File: src/rtl/shift_cmd_queue.sv
`default_nettype none
// +--------------------------------------------------------------------------+
// | shift_cmd_queue                                                          |
// | Command FIFO in front of a combinational left shifter, with a registered |
// | valid/ready result stage. Optional macro: SHIFT_CMD_QUEUE_LOSS_EN.       |
// | Revision: 1.0                                                            |
// +--------------------------------------------------------------------------+
module shift_cmd_queue #(
    parameter int WIDTH = 8,
    parameter int DEPTH = 4
) (
    input  logic                     clk,
    input  logic                     rst_n,
    input  logic                     in_valid,
    output logic                     in_ready,
    input  logic [WIDTH-1:0]         in_bits,
    input  logic [$clog2(WIDTH)-1:0] in_shift,
    output logic [WIDTH-1:0]         sh_bits,
    output logic [$clog2(WIDTH)-1:0] sh_shift,
    input  logic [WIDTH-1:0]         sh_result,
    output logic                     out_valid,
    input  logic                     out_ready,
    output logic [WIDTH-1:0]         out_bits,
`ifdef SHIFT_CMD_QUEUE_LOSS_EN
    output logic                     out_loss,
`endif
    output logic [$clog2(DEPTH):0]   count
);

    localparam int c_sw = $clog2(WIDTH);
    localparam int c_aw = $clog2(DEPTH);
    localparam logic [c_aw:0]   c_full    = (c_aw + 1)'(DEPTH);
    localparam logic [c_aw-1:0] c_ptr_one = 1;
    localparam logic [c_aw:0]   c_cnt_one = 1;

    logic [WIDTH-1:0] r_mem_bits  [DEPTH];
    logic [c_sw-1:0]  r_mem_shift [DEPTH];
    logic [c_aw-1:0]  r_wr_ptr;
    logic [c_aw-1:0]  r_rd_ptr;
    logic [c_aw:0]    r_count;
    logic             r_out_valid;
    logic [WIDTH-1:0] r_out_bits;
    logic             w_empty;
    logic             w_push;
    logic             w_load;

    // A full queue refuses input even if the head pops this cycle.
    assign w_empty   = (r_count == '0);
    assign in_ready  = (r_count != c_full);
    assign w_push    = in_valid && in_ready;
    assign w_load    = !w_empty && (!r_out_valid || out_ready);

    assign sh_bits   = w_empty ? '0 : r_mem_bits[r_rd_ptr];
    assign sh_shift  = w_empty ? '0 : r_mem_shift[r_rd_ptr];
    assign out_valid = r_out_valid;
    assign out_bits  = r_out_bits;
    assign count     = r_count;

    always_ff @(posedge clk) begin
        if (w_push) begin
            r_mem_bits[r_wr_ptr]  <= in_bits;
            r_mem_shift[r_wr_ptr] <= in_shift;
        end
    end

    always_ff @(posedge clk or negedge rst_n) begin
        if (!rst_n) begin
            r_wr_ptr <= '0;
            r_rd_ptr <= '0;
            r_count  <= '0;
        end else begin
            if (w_push) r_wr_ptr <= r_wr_ptr + c_ptr_one;
            if (w_load) r_rd_ptr <= r_rd_ptr + c_ptr_one;
            case ({w_push, w_load})
                2'b10:   r_count <= r_count + c_cnt_one;
                2'b01:   r_count <= r_count - c_cnt_one;
                default: r_count <= r_count;
            endcase
        end
    end

    // Loading always wins over draining; a consumed result with nothing
    // behind it simply clears valid and leaves the data in place.
    always_ff @(posedge clk or negedge rst_n) begin
        if (!rst_n) begin
            r_out_valid <= 1'b0;
            r_out_bits  <= '0;
        end else if (w_load) begin
            r_out_valid <= 1'b1;
            r_out_bits  <= sh_result;
        end else if (out_ready) begin
            r_out_valid <= 1'b0;
        end
    end

`ifdef SHIFT_CMD_QUEUE_LOSS_EN
    logic [31:0] w_top_shamt;
    logic        w_loss;
    logic        r_out_loss;

    assign w_top_shamt = 32'(WIDTH) - 32'(sh_shift);
    assign w_loss      = (sh_shift != '0) && ((sh_bits >> w_top_shamt) != '0);
    assign out_loss    = r_out_loss;

    always_ff @(posedge clk or negedge rst_n) begin
        if (!rst_n) begin
            r_out_loss <= 1'b0;
        end else if (w_load) begin
            r_out_loss <= w_loss;
        end
    end
`endif

endmodule
`default_nettype wire
File: config.mk
export PLATFORM = sky130hd
export DESIGN_NAME = shift_cmd_queue
export DESIGN_NICKNAME = d
export VERILOG_FILES = /design/src/rtl/shift_cmd_queue.sv
export SDC_FILE = /design/constraint.sdc
export NUM_CORES = 1
export LEC_CHECK = 0
export ABC_AREA = 0
export CORE_AREA = 2 2 56 98
export CTS_CLUSTER_DIAMETER = 120
export DETAILED_ROUTE_END_ITERATION = 6
export DIE_AREA = 0 0 58 100
export PLACE_DENSITY = 0.83
export SYNTH_ARGS = -nofsm -noshare
export SYNTH_HDL_FRONTEND = slang
export SYNTH_SLANG_ARGS = --single-unit
File: constraint.sdc
create_clock -name clk -period 3.12 [get_ports clk]
set_clock_uncertainty 0.1 [all_clocks]
set_input_delay 0.624 -clock clk [delete_from_list [all_inputs] [get_ports clk]]
set_output_delay 0.624 -clock clk [all_outputs]
set_load 0.02 [all_outputs]
==> impl_metrics.json, run 1 <==
{
  "dr_total_vias": 1269,
  "die-area_um2": 5800,
  "ys_seq_area_frac": 0.711,
  "io_buffers": 46,
  "cp.arrival_ns": 2.11,
  "post-place-ws_ns": 0.498,
  "synth_edf_count": 44,
  "hp-class": "flop to flop",
  "period_share": 0.908,
  "synth_fp_nets": 155,
  "rsz0062_at_grt": "false",
  "cts_root_buf": "clkbuf_8",
  "routed_wl_um": 4150,
  "dp_hpwl_um": 3000,
  "cp.depth": 3,
  "ff2ff_path_depth": 9,
  "synth_warnings": 0,
  "critPathBufInv": 1,
  "numCtsBuffers": 9,
  "start_util": 0.477,
  "fin_crit_ns": 2.83,
  "syn_inst": 126,
  "crit_chain": "mux4_2 > nor2b_1 > clkdlybuf4s50_1",
  "die_h_um": 100,
  "clkTransAtPathRegs_ns": 0.06,
  "crit_family": "flip-flops",
  "antenna_found_initial": 0,
  "instances_no_fill": 243,
  "fmax_mhz": 353,
  "rrSetupSlack_ns": 0.79,
  "grt_pass1_wl_um": 6800,
  "start_kind": "flop",
  "endpoint": "sh_bits[7]",
  "rows": 35,
  "synthArstFlopShare": 0.267,
  "timing.final.ws_setup_ns": 0.286,
  "synth_seq_cells": 60,
  "total_power_mw": 3.28,
  "drc_errors": 0,
  "synth_top_area_share": 0.546,
  "end_kind": "primary output",
  "grt_max_degree": 17,
  "crit_fanout": 12,
  "clockBufferDepth": 2,
  "ioPinCount": 47,
  "netlist_area_um2": 2420,
  "synth_area_leaders": "edfxtp_1, dfrtp_1, mux4_2",
  "max_stage_delay_ns": 0.70,
  "dr.first_iter.drc_count": 22,
  "grt_pass1_vias": 1414,
  "yosysUniqueCellTypes": 23,
  "setup_viol": 0,
  "slew_headroom": 0.516,
  "worstSetupStartpoint": "r_rd_ptr[1]$_DFFE_PN0P_",
  "finalMaxSlewViolations": 0,
  "synth_most_common_cell": "edfxtp_1",
  "overflow": 0,
  "cts_sinks": 60,
  "die_x_um": 58,
  "vias_per_cell": 5.22,
  "maxCapViolCount": 0,
  "core_um2": 5080,
  "worstMarginPinSlew_ns": 0.724,
  "grtUsageTotal": 0.167,
  "p_leak_nw": 1.18,
  "reg2reg_from": "count[0]$_DFFE_PN0P_",
  "cts_resized": 0,
  "gp_congestion": 0.655,
  "ys.flop_type": "edfxtp_1",
  "dp_cells": 227,
  "cts_hold_buf": 0,
  "clock_latency_ns": 0.32,
  "cts_tree": "done",
  "num-fill-cells": 380,
  "reg2reg_to": "count[2]$_DFFE_PN0P_",
  "h-tree-depth": 3,
  "ir_worst_vdd_uv": 742,
  "antennaDiodeCount": 0,
  "utilization": 0.623,
  "hold_viol_final": 0,
  "wire_per_inst_um": 17.1,
  "cp.required_ns": 2.40,
  "area_growth_pct": 30.7,
  "syn_area_per_cell_um2": 19.2,
  "fin_nets": 212,
  "drtPass1Iterations": 4,
  "cpMaxStageDelayCell": "dfrtp_1",
  "postCtsSetupBuffers": 0,
  "power_density_nw_per_um2": 1030,
  "status": "completed",
  "setup_tns_ns": 0,
  "crit_type": "flop to primary output",
  "ant_nets": 0,
  "drive_above_1_share": 0.239,
  "yosys-top-cells-count": "edfxtp_1, dfrtp_1, nor2b_1, mux4_2, mux2_2",
  "yosysTopAreaCell": "edfxtp_1"
}
==> worst min-delay path by stage <==
stage,startpoint,to,cells past startpoint,slack (ns)
finish,out_bits[4]$_DFFE_PN0P_,out_bits[4]$_DFFE_PN0P_,1,0.41
detailed placement,out_bits[1]$_DFFE_PN0P_,out_bits[1]$_DFFE_PN0P_,1,0.40
CTS,out_bits[2]$_DFFE_PN0P_,out_bits[2]$_DFFE_PN0P_,1,0.41
global placement,out_bits[0]$_DFFE_PN0P_,out_bits[0]$_DFFE_PN0P_,1,0.39
global route,out_bits[0]$_DFFE_PN0P_,out_bits[0]$_DFFE_PN0P_,1,0.43
floorplan,rst_n,count[0]$_DFFE_PN0P_,0,0.23
==> layout by cell type, fill, tap and decap left out <==
master / instances
and2_4: 1
and3_2: 4
and3b_1: 1
buf_4: 4
bufinv_16: 2
clkbuf_1: 1
clkbuf_8: 9
clkdlybuf4s50_1: 46
clkinv_1: 1
clkinv_2: 3
dfrtp_1: 16
edfxtp_1: 44
fa_1: 1
ha_1: 5
inv_1: 6
mux2_2: 8
mux2_4: 1
mux2i_1: 1
mux4_2: 11
nand2_1: 1
nand2b_1: 1
nor2_1: 1
nor2b_1: 12
nor3_2: 1
or3b_4: 1
xnor2_1: 2
xor2_1: 4
==> logic make-up (layout without fill, tap and decap cells) <==
logic type | Yosys count | after routing | share of synthesized area
flip-flops | 60 | 60 | 0.711
AND/OR/NAND/NOR | 23 | 23 | 0.0651
multiplexers | 21 | 21 | 0.150
buffers and inverters | 10 | 72 | 0.0181
adder cells (fa/ha/maj) | 6 | 6 | 0.0341
XOR/XNOR | 6 | 6 | 0.0217
==> flip-flops by register name (all words and copies together), names as in the netlist <==
name,flops
out_valid,1
count,3
out_bits,8
r_mem_bits,32
r_wr_ptr,2
r_mem_shift,12
r_rd_ptr,2
==> per-layer routing <==
layer  vias up  track usage  part of all wire
li1        584            -                 -
met1       626        0.183              0.36
met2        50        0.284              0.56
met3         9       0.0503             0.053
met4         0       0.0859             0.022
met5         -            0                 0
==> through the flow <==
step | cell area [um^2] | hold WS (ns)
after floorplan | 2420 | 0.228
after global placement | 2960 | 0.391
after detailed placement | 2960 | 0.400
after CTS | 3170 | 0.415
after global routing | 3170 | 0.428
final | 3170 | 0.411
==> where the power goes <==
part           internal [mW]  switching [mW]  leakage, nW  total [mW]
logic                  0.712           0.634        0.487        1.35
clock network          0.443           0.276        0.107       0.718
registers               1.08           0.128        0.587        1.21
==> area by class of cell <==
type,count,area [um^2],share of cell area
Multi-Input combinational cell,56,656,0.207
Tap cell,55,68.8,0.0217
Timing Repair Buffer,50,490,0.155
Clock inverter,6,78.8,0.0249
Clock buffer,10,128,0.0403
Inverter,6,22.5,0.00711
Sequential cell,60,1720,0.544
Note: power is estimated with default switching activity, not from simulation.
==> run 2: changes to the inputs <==
Settings changed: CTS_BUF_LIST set to sky130_fd_sc_hd__clkbuf_8 sky130_fd_sc_hd__clkbuf_16.
==> run 2 against run 1 <==
Net effect:
- utilization unchanged
- worst hold slack about the same
- cell area unchanged
- critical path type unchanged
- clock power barely moved
- cell count stayed put
- highest routed layer unchanged
==> impl_metrics.json, run 2 (synthesis gave the netlist of run 1 again) <==
{
  "timing.final.ws_setup_ns": 0.286,
  "setup_tns_ns": 0,
  "ioPinCount": 47,
  "drive_above_1_share": 0.239,
  "core_um2": 5080,
  "antennaDiodeCount": 0,
  "cts_sinks": 60,
  "status": "completed",
  "power_density_nw_per_um2": 1030,
  "cts_resized": 0,
  "rrSetupSlack_ns": 0.79,
  "hold_viol_final": 0,
  "p_leak_nw": 1.19,
  "dr_total_vias": 1269,
  "period_share": 0.908,
  "finalMaxSlewViolations": 0,
  "routed_wl_um": 4150,
  "cp.required_ns": 2.40,
  "crit_fanout": 12,
  "maxCapViolCount": 0,
  "dr.first_iter.drc_count": 22,
  "end_kind": "primary output",
  "setup_viol": 0,
  "grtUsageTotal": 0.167,
  "drtPass1Iterations": 4,
  "final_common_cell": "clkdlybuf4s50_1",
  "start_util": 0.477,
  "die_x_um": 58,
  "crit_chain": "mux4_2 > nor2b_1 > clkdlybuf4s50_1",
  "postCtsSetupBuffers": 0,
  "grt_pass1_vias": 1414,
  "rsz0062_at_grt": "false",
  "gp_congestion": 0.655,
  "cts_root_buf": "clkbuf_8",
  "cts_hold_buf": 0,
  "fmax_mhz": 353,
  "fin_crit_ns": 2.83,
  "fin_nets": 212,
  "dpl_cell_area_um2": 2960,
  "clock_latency_ns": 0.32,
  "clkTransAtPathRegs_ns": 0.06,
  "final_area_um2": 3170,
  "start_kind": "flop",
  "cpMaxStageDelayCell": "dfrtp_1",
  "vias_per_cell": 5.22,
  "die_h_um": 100,
  "largest_reg_flops": 32,
  "area_growth_pct": 30.7,
  "die-area_um2": 5800,
  "slew_headroom": 0.516,
  "grt_max_degree": 17,
  "io_buffers": 46,
  "worstMarginPinSlew_ns": 0.724,
  "post-place-ws_ns": 0.498,
  "utilization": 0.623,
  "cts_tree": "done",
  "max_stage_delay_ns": 0.70,
  "hp-class": "flop to flop",
  "drc_errors": 0,
  "crit_family": "flip-flops",
  "grt_pass1_wl_um": 6800,
  "overflow": 0,
  "numCtsBuffers": 9,
  "antenna_found_initial": 0,
  "cp.arrival_ns": 2.11,
  "dp_hpwl_um": 3000,
  "ant_nets": 0,
  "wire_per_inst_um": 17.1,
  "h-tree-depth": 3,
  "regMostFlops": "r_mem_bits",
  "ir_worst_vdd_uv": 742,
  "clockBufferDepth": 2,
  "crit_type": "flop to primary output",
  "critPathBufInv": 1,
  "mostFrequentLayoutCells": "clkdlybuf4s50_1, edfxtp_1, dfrtp_1",
  "rows": 35
}
run 2: area by class of cell:
type	instances	area [um^2]
clock buffers	9	124
inverters	6	22.5
multi-input cells	56	656
repair buffers	50	490
flip-flops and latches	60	1720
fillers	380	1910
well taps	55	68.8
clock inverters	7	82.6
run 2: power breakdown:
part	leakage (nW)	internal, mW	total (mW)	switching, mW
sequential	0.587	1.08	1.21	0.128
combinational	0.487	0.712	1.35	0.634
clock	0.112	0.439	0.715	0.276
run 2: per-layer routing:
| layer | up-vias | share of wire | GRT usage |
|---|---|---|---|
| met5 | - | 0 | 0 |
| met4 | 0 | 0.022 | 0.0859 |
| met3 | 9 | 0.053 | 0.0503 |
| met2 | 50 | 0.56 | 0.284 |
| met1 | 626 | 0.36 | 0.183 |
| li1 | 584 | - | - |
run 2: worst paths after layout:
kind,start,endpoint,cells after the start
max,r_rd_ptr[1]$_DFFE_PN0P_,sh_bits[7],3
min,out_bits[4]$_DFFE_PN0P_,out_bits[4]$_DFFE_PN0P_,1
max reg2reg,count[0]$_DFFE_PN0P_,count[2]$_DFFE_PN0P_,9
min reg2reg,out_bits[4]$_DFFE_PN0P_,out_bits[4]$_DFFE_PN0P_,1
max in group asynchronous,rst_n,count[2]$_DFFE_PN0P_,1
min in group asynchronous,rst_n,out_bits[6]$_DFFE_PN0P_,1
run 2: worst register-to-register path: stages, from the launching register on:
cell and delay [ns]:
dfrtp_1 0.43, or3b_4 0.45, and2_4 0.19, inv_1 0.05
ha_1 0.18, inv_1 0.06, fa_1 0.37, xor2_1 0.15
nor2_1 0.12, xor2_1 0.15
run 2: through the flow:
| stage | hold WS (ns) | instances | total power [mW] |
|---|---|---|---|
| 2_1_floorplan | 0.228 | 126 | 2.01 |
| 3_3_place_gp | 0.391 | 227 | 2.52 |
| 3_5_place_dp | 0.400 | 227 | 2.58 |
| 4_1_cts | 0.415 | 243 | 3.31 |
| 5_1_grt | 0.428 | 243 | 3.44 |
| 6_report | 0.411 | 243 | 3.27 |
==> run 3: changes to the inputs <==
Settings changed: SKIP_LAST_GASP set to 1.
==> results of run 3 <==
The final DEF is identical to that of run 2; final timing and power are the same.
